[src/rtl/cpack_match_engine.sv]
// C-Pack stage-1 matcher: two-stage pipeline that picks the shortest code per word
// and updates a FIFO-replacement dictionary in the same stage as the compare.
module cpack_match_engine #(
  parameter int WIDTH  = 32,
  parameter int WORDS  = 16,
  parameter int IDX_W  = $clog2(WORDS),
  parameter int CODE_W = WIDTH + 2
) (
  input  logic              i_clk,
  input  logic              i_rst_n,
  input  logic              i_flush,
  input  logic              i_valid,
  output logic              o_ready,
  input  logic [WIDTH-1:0]  i_word,
  output logic              o_valid,
  input  logic              i_ready,
  output logic [2:0]        o_pattern,
  output logic [CODE_W-1:0] o_code,
  output logic [5:0]        o_len,
  output logic [IDX_W:0]    o_dict_count
);

  localparam int HALF = WIDTH / 2;
  localparam logic [IDX_W:0] FULL = (IDX_W + 1)'(WORDS);

  typedef enum logic [2:0] {
    PAT_ZZZZ = 3'd0,
    PAT_MMMM = 3'd1,
    PAT_ZZZX = 3'd2,
    PAT_MMMX = 3'd3,
    PAT_MMXX = 3'd4,
    PAT_XXXX = 3'd5
  } pattern_t;

  logic             s1_valid;
  logic [WIDTH-1:0] s1_word;
  logic             adv;

  logic [WIDTH-1:0] dict [WORDS];
  logic [WORDS-1:0] valid;
  logic [IDX_W-1:0] wr_ptr;

  logic             hit_full, hit_byte, hit_half;
  logic [IDX_W-1:0] idx_full, idx_byte, idx_half;
  pattern_t         pat;
  logic [CODE_W-1:0] code;
  logic [5:0]       len;
  logic             push;
  logic             push_en;

  assign adv     = ~o_valid | i_ready;
  assign o_ready = ~s1_valid | adv;
  assign push_en = adv & s1_valid & push & ~i_flush;

  // First hit in ascending index order is kept, so the lowest matching index wins.
  always_comb begin
    hit_full = 1'b0;
    hit_byte = 1'b0;
    hit_half = 1'b0;
    idx_full = '0;
    idx_byte = '0;
    idx_half = '0;
    for (int unsigned i = 0; i < WORDS; i++) begin
      if (valid[i]) begin
        if (!hit_full && dict[i] == s1_word) begin
          hit_full = 1'b1;
          idx_full = IDX_W'(i);
        end
        if (!hit_byte && dict[i][WIDTH-1:8] == s1_word[WIDTH-1:8]) begin
          hit_byte = 1'b1;
          idx_byte = IDX_W'(i);
        end
        if (!hit_half && dict[i][WIDTH-1:HALF] == s1_word[WIDTH-1:HALF]) begin
          hit_half = 1'b1;
          idx_half = IDX_W'(i);
        end
      end
    end
  end

  always_comb begin
    pat  = PAT_XXXX;
    code = CODE_W'({2'b01, s1_word});
    len  = 6'(2 + WIDTH);
    push = 1'b0;
    if (s1_word == '0) begin
      pat  = PAT_ZZZZ;
      code = '0;
      len  = 6'd2;
    end else if (hit_full) begin
      pat  = PAT_MMMM;
      code = CODE_W'({2'b10, idx_full});
      len  = 6'(2 + IDX_W);
    end else if (s1_word[WIDTH-1:8] == '0) begin
      pat  = PAT_ZZZX;
      code = CODE_W'({4'b1101, s1_word[7:0]});
      len  = 6'd12;
    end else if (hit_byte) begin
      pat  = PAT_MMMX;
      code = CODE_W'({4'b1110, idx_byte, s1_word[7:0]});
      len  = 6'(12 + IDX_W);
      push = 1'b1;
    end else if (hit_half) begin
      pat  = PAT_MMXX;
      code = CODE_W'({4'b1100, idx_half, s1_word[HALF-1:0]});
      len  = 6'(4 + IDX_W + HALF);
      push = 1'b1;
    end else begin
      push = 1'b1;
    end
  end

  always_ff @(posedge i_clk or negedge i_rst_n) begin
    if (!i_rst_n) begin
      s1_valid <= 1'b0;
      s1_word  <= '0;
    end else if (i_valid && o_ready) begin
      s1_valid <= 1'b1;
      s1_word  <= i_word;
    end else if (adv) begin
      s1_valid <= 1'b0;
    end
  end

  always_ff @(posedge i_clk or negedge i_rst_n) begin
    if (!i_rst_n) begin
      o_valid   <= 1'b0;
      o_pattern <= '0;
      o_code    <= '0;
      o_len     <= '0;
    end else if (adv) begin
      o_valid <= s1_valid;
      if (s1_valid) begin
        o_pattern <= pat;
        o_code    <= code;
        o_len     <= len;
      end
    end
  end

  // Flush wins over the push of a word encoded on the same edge.
  always_ff @(posedge i_clk or negedge i_rst_n) begin
    if (!i_rst_n) begin
      valid        <= '0;
      wr_ptr       <= '0;
      o_dict_count <= '0;
    end else if (i_flush) begin
      valid        <= '0;
      wr_ptr       <= '0;
      o_dict_count <= '0;
    end else if (push_en) begin
      valid[wr_ptr] <= 1'b1;
      wr_ptr        <= wr_ptr + IDX_W'(1);
      if (o_dict_count != FULL) o_dict_count <= o_dict_count + 1'b1;
    end
  end

  always_ff @(posedge i_clk) begin
    if (push_en) dict[wr_ptr] <= s1_word;
  end

endmodule
[config.mk]
export PLATFORM = sky130hd
export DESIGN_NAME = cpack_match_engine
export DESIGN_NICKNAME = d
export VERILOG_FILES = /design/src/rtl/cpack_match_engine.sv
export SDC_FILE = /design/constraint.sdc
export NUM_CORES = 1
export LEC_CHECK = 0
export ABC_AREA = 1
export CORE_MARGIN = 2
export CORE_UTILIZATION = 30
export DETAILED_ROUTE_END_ITERATION = 10
export HOLD_SLACK_MARGIN = 0.02
export MAX_ROUTING_LAYER = met4
export PLACE_DENSITY_LB_ADDON = 0.2
export REMOVE_ABC_BUFFERS = 1
export SLEW_MARGIN = 20
export SYNTH_ARGS = -nofsm -noshare
export SYNTH_HDL_FRONTEND = slang
export SYNTH_SLANG_ARGS = --single-unit
export TNS_END_PERCENT = 5
[constraint.sdc]
create_clock -name i_clk -period 11.3 [get_ports i_clk]
set_input_delay 1.695 -clock i_clk [delete_from_list [all_inputs] [get_ports i_clk]]
set_output_delay 1.695 -clock i_clk [all_outputs]
set_load 0.02 [all_outputs]
==> impl_metrics.env <==
export IMPL_fp_dieH_um=302
export IMPL_net_switching_power_uw=1620
export IMPL_tritoncts_num_sinks=611
export IMPL_mappedNetlistArea_um2=26700
export IMPL_dominantRegCellSynth="sky130_fd_sc_hd__edfxtp_1"
export IMPL_cp_start_kind="register"
export IMPL_die_area_um2=91400
export IMPL_period_share_pct=46.1
export IMPL_vdd_ir_drop_worst_mv=0.0961
export IMPL_num_vias=16955
export IMPL_track_usage_pct=17.7
export IMPL_unrepaired_setup_endpoints_after_global_routing="false"
export IMPL_drive_gt1_share_pct=10.1
export IMPL_synthToLayoutAreaGrowth_pct=17.0
export IMPL_asyncSetResetFlopFracSynth_pct=16.2
export IMPL_numPlacedInstances=3349
export IMPL_syn_inst=2145
export IMPL_slew_violations=0
export IMPL_internal_power_uw=4230
export IMPL_ys_warnings_count=0
export IMPL_grt_pass1_wl_um=114000
export IMPL_route_detailed_wl_per_inst_um=22.5
export IMPL_synth_lib_cells_used_distinct=56
export IMPL_setup_violations_final=0
export IMPL_nets=2302
export IMPL_finalHoldViolations=0
export IMPL_post_route_util_pct=35.4
export IMPL_clock_power_share_pct=38.5
export IMPL_tritoncts_clock_tree="yes"
export IMPL_clk_root_buffer_cell="sky130_fd_sc_hd__clkbuf_16"
export IMPL_leakagePower_uw=0.0108
export IMPL_result_of_the_run="finished, final reports clean"
export IMPL_clock_path_buffers=3
export IMPL_synth_edff_count=512
export IMPL_numCtsBuffers=71
export IMPL_crit_type="register to register"
export IMPL_routed_wirelength_um=78300
export IMPL_synth_yosys_seq_area_share_pct=66.8
export IMPL_post_route_min_period_ns=5.21
export IMPL_dr_first_iter_drc_count=1581
export IMPL_cp_data_required_time_ns=11.52
export IMPL_antenna_found_initial=1
export IMPL_std_cell_rows=109
export IMPL_place_gp_congestion=0.898
export IMPL_maxClockFrequency_mhz=192
export IMPL_grt_max_degree=62
export IMPL_combinationalPowerShare_pct=16.0
export IMPL_drt_pre_antenna_iters=6
export IMPL_io_buffers=84
export IMPL_ios=87
export IMPL_critPathCaptureType="register"
export IMPL_slew_headroom_pct=27.4
export IMPL_number_of_global_route_vias_before_repair=16743
export IMPL_worst_clock_skew_ns=0.0271
export IMPL_worst_setup_hold_path_clk_slew_ns=0.06
export IMPL_power_total_uw=5850
export IMPL_holdCritPathClass="register to register"
export IMPL_die_w_um=302
export IMPL_postSynthRegisterBits=611
export IMPL_insertion_delay_ns=0.62
export IMPL_postRouteAntennaNets=0
export IMPL_post_dp_hpwl_um=48600
export IMPL_postCtsSetupRepairBufs=0
export IMPL_drcViolationCount=0
export IMPL_post_cts_resized_instances=0
export IMPL_seqPwrFrac_pct=45.5
export IMPL_core_region_area_um2=88400
export IMPL_cts_hold_buffers_added=0
export IMPL_filler_cell_count=8572
export IMPL_detail_route_vias_per_cell=4.87
export IMPL_cp_max_fo=32
export IMPL_cts_htree_levels=3
export IMPL_setup_tns_final_ns=0
export IMPL_worst_slew_pin_transition_ns=1.09
export IMPL_drv_cap=0
export IMPL_power_density_over_cell_area_nw_per_um2=187
export IMPL_register_to_register_setup_slack_ns=6.09
export IMPL_postSynthAreaPerCell_um2=12.5
export IMPL_initial_utilization_pct=30.2
export IMPL_cp_data_arrival_time_ns=5.43
export IMPL_power_switching_share_pct=27.7
export IMPL_finalNonFillerCells=3480
export IMPL_globalRoute_totalOverflow=0
==> per-layer routing <==
metal,vias to the layer above,global-route usage (%),share of wire [%]
met5,-,-,0
met4,0,5.54,3.0
met3,138,3.79,6.9
met2,595,25.3,43
met1,8484,25.0,47
li1,7738,-,-
==> state kept, by name (all words and copies together), names as in the netlist <==
| register | count |
|---|---|
| o_pattern | 3 |
| s1_valid | 1 |
| o_len | 5 |
| valid | 16 |
| s1_word | 32 |
| o_dict_count | 5 |
| o_valid | 1 |
| wr_ptr | 4 |
| o_code | 32 |
| dict | 512 |
==> worst max-delay path, stage by stage (launching register included) <==
cell and delay (ns):
sky130_fd_sc_hd__dfrtp_1 0.32, sky130_fd_sc_hd__buf_4 0.45, sky130_fd_sc_hd__inv_1 0.57, sky130_fd_sc_hd__nand2_1 0.17, sky130_fd_sc_hd__nand2_1 0.06, sky130_fd_sc_hd__nand2_1 0.07
sky130_fd_sc_hd__nor2_1 0.05, sky130_fd_sc_hd__nand3_2 0.11, sky130_fd_sc_hd__nor2_1 0.09, sky130_fd_sc_hd__nand3_2 0.10, sky130_fd_sc_hd__nand2_2 0.07, sky130_fd_sc_hd__nor2_2 0.15
sky130_fd_sc_hd__nand4_2 0.11, sky130_fd_sc_hd__nor2_2 0.16, sky130_fd_sc_hd__nand4_2 0.14, sky130_fd_sc_hd__nor2_4 0.17, sky130_fd_sc_hd__nand4_4 0.18, sky130_fd_sc_hd__nor4_4 0.36
sky130_fd_sc_hd__nand2_1 0.48, sky130_fd_sc_hd__nor2_4 0.97
==> through the flow <==
stage	cell area, µm²	worst slack, ns	hold slack, ns
final	31300	6.09	0.487
after global routing	31300	5.73	0.506
after CTS	31200	6.11	0.491
after detailed placement	28900	6.12	0.477
after global placement	28900	6.33	0.473
after floorplan	26200	6.38	0.453
==> cell usage after synthesis (42+ instances only) <==
| master | count | area (µm²) |
|---|---|---|
| sky130_fd_sc_hd__nand2_1 | 331 | 1240 |
| sky130_fd_sc_hd__xor2_1 | 211 | 1850 |
| sky130_fd_sc_hd__edfxtp_1 | 512 | 15400 |
| sky130_fd_sc_hd__o22ai_1 | 42 | 263 |
| sky130_fd_sc_hd__inv_1 | 104 | 390 |
| sky130_fd_sc_hd__a21oi_1 | 49 | 245 |
| sky130_fd_sc_hd__nand3_1 | 50 | 250 |
| sky130_fd_sc_hd__xnor2_1 | 131 | 1150 |
| sky130_fd_sc_hd__o21ai_0 | 76 | 380 |
| sky130_fd_sc_hd__nor2_1 | 164 | 616 |
| sky130_fd_sc_hd__dfrtp_1 | 99 | 2480 |
| sky130_fd_sc_hd__nand4_1 | 52 | 325 |
==> cells in the final DEF, fill, tap and decap left out, types with 4 or more instances in the layout <==
cell type / netlist / routed
sky130_fd_sc_hd__edfxtp_1: 512 / 512
sky130_fd_sc_hd__dfrtp_1: 99 / 99
sky130_fd_sc_hd__nand4_1: 52 / 52
sky130_fd_sc_hd__clkdlybuf4s50_1: 0 / 83
sky130_fd_sc_hd__or2_2: 19 / 19
sky130_fd_sc_hd__inv_1: 104 / 104
sky130_fd_sc_hd__nand2_1: 331 / 329
sky130_fd_sc_hd__clkbuf_8: 0 / 4
sky130_fd_sc_hd__ha_1: 6 / 6
sky130_fd_sc_hd__o21ai_0: 76 / 76
sky130_fd_sc_hd__o21ai_2: 8 / 8
sky130_fd_sc_hd__o211ai_1: 6 / 6
sky130_fd_sc_hd__bufinv_16: 0 / 4
sky130_fd_sc_hd__buf_4: 29 / 42
sky130_fd_sc_hd__clkinv_1: 0 / 10
sky130_fd_sc_hd__nor3_2: 4 / 4
sky130_fd_sc_hd__nand3_1: 50 / 50
sky130_fd_sc_hd__a22o_1: 6 / 6
sky130_fd_sc_hd__a211oi_1: 4 / 4
sky130_fd_sc_hd__nor2_2: 8 / 9
sky130_fd_sc_hd__clkinv_2: 0 / 9
sky130_fd_sc_hd__nor3_1: 40 / 40
sky130_fd_sc_hd__a221oi_1: 16 / 16
sky130_fd_sc_hd__nor2_1: 164 / 148
sky130_fd_sc_hd__o22ai_1: 42 / 42
sky130_fd_sc_hd__nor2_4: 1 / 16
sky130_fd_sc_hd__clkbuf_1: 13 / 21
sky130_fd_sc_hd__xnor2_1: 131 / 131
sky130_fd_sc_hd__a21oi_1: 49 / 49
sky130_fd_sc_hd__xor2_1: 211 / 211
sky130_fd_sc_hd__inv_2: 15 / 15
sky130_fd_sc_hd__o21ai_1: 16 / 16
sky130_fd_sc_hd__nor4_1: 37 / 37
sky130_fd_sc_hd__mux2_2: 4 / 4
sky130_fd_sc_hd__a31oi_1: 4 / 4
sky130_fd_sc_hd__clkbuf_16: 0 / 76
sky130_fd_sc_hd__nand2_2: 5 / 7
==> power by group through the flow <==
| stage | clock network (µW) | logic (µW) | registers, µW |
|---|---|---|---|
| after floorplan | 0 | 346 | 2840 |
| after global placement | 0 | 935 | 2710 |
| after detailed placement | 0 | 940 | 2710 |
| after CTS | 2310 | 944 | 2660 |
| after global routing | 2380 | 1020 | 2670 |
| final | 2250 | 934 | 2660 |
==> worst paths after layout <==
kind / start / endpoint / depth (start not counted)
min: o_code[29] / o_code[29] / 2
max: s1_word[17] / dict[6][5] / 19
max reg2reg: s1_word[17] / dict[6][5] / 19
min in group asynchronous: i_rst_n / s1_word[30] / 1
min reg2reg: o_code[29] / o_code[29] / 2
max in group asynchronous: i_rst_n / o_code[9] / 2
==> area by class of cell <==
class                   instances  area, µm²  share of cell area (%)
clock buffers                 101       2040                    6.51
repair buffers                127       1200                    3.84
multi-input cells            1327       8010                    25.6
clock inverters                27        236                   0.757
flip-flops and latches        611      17900                    57.1
diodes                          1       2.50                 0.00801
inverters                     121        459                    1.47
well taps                    1165       1460                    4.66
==> logic make-up after synthesis <==
kind of cell / Yosys count / share of synthesized area [%]
AO/OA/AOI/OAI: 242 / 5.46
XOR/XNOR: 342 / 11.2
adder cells (fa/ha/maj): 6 / 0.281
buffers and inverters: 208 / 3.64
flip-flops: 611 / 66.8
multiplexers: 4 / 0.169
other: 1 / 0.0140
AND/OR/NAND/NOR: 731 / 12.4
(Power assumes the default switching activity.)
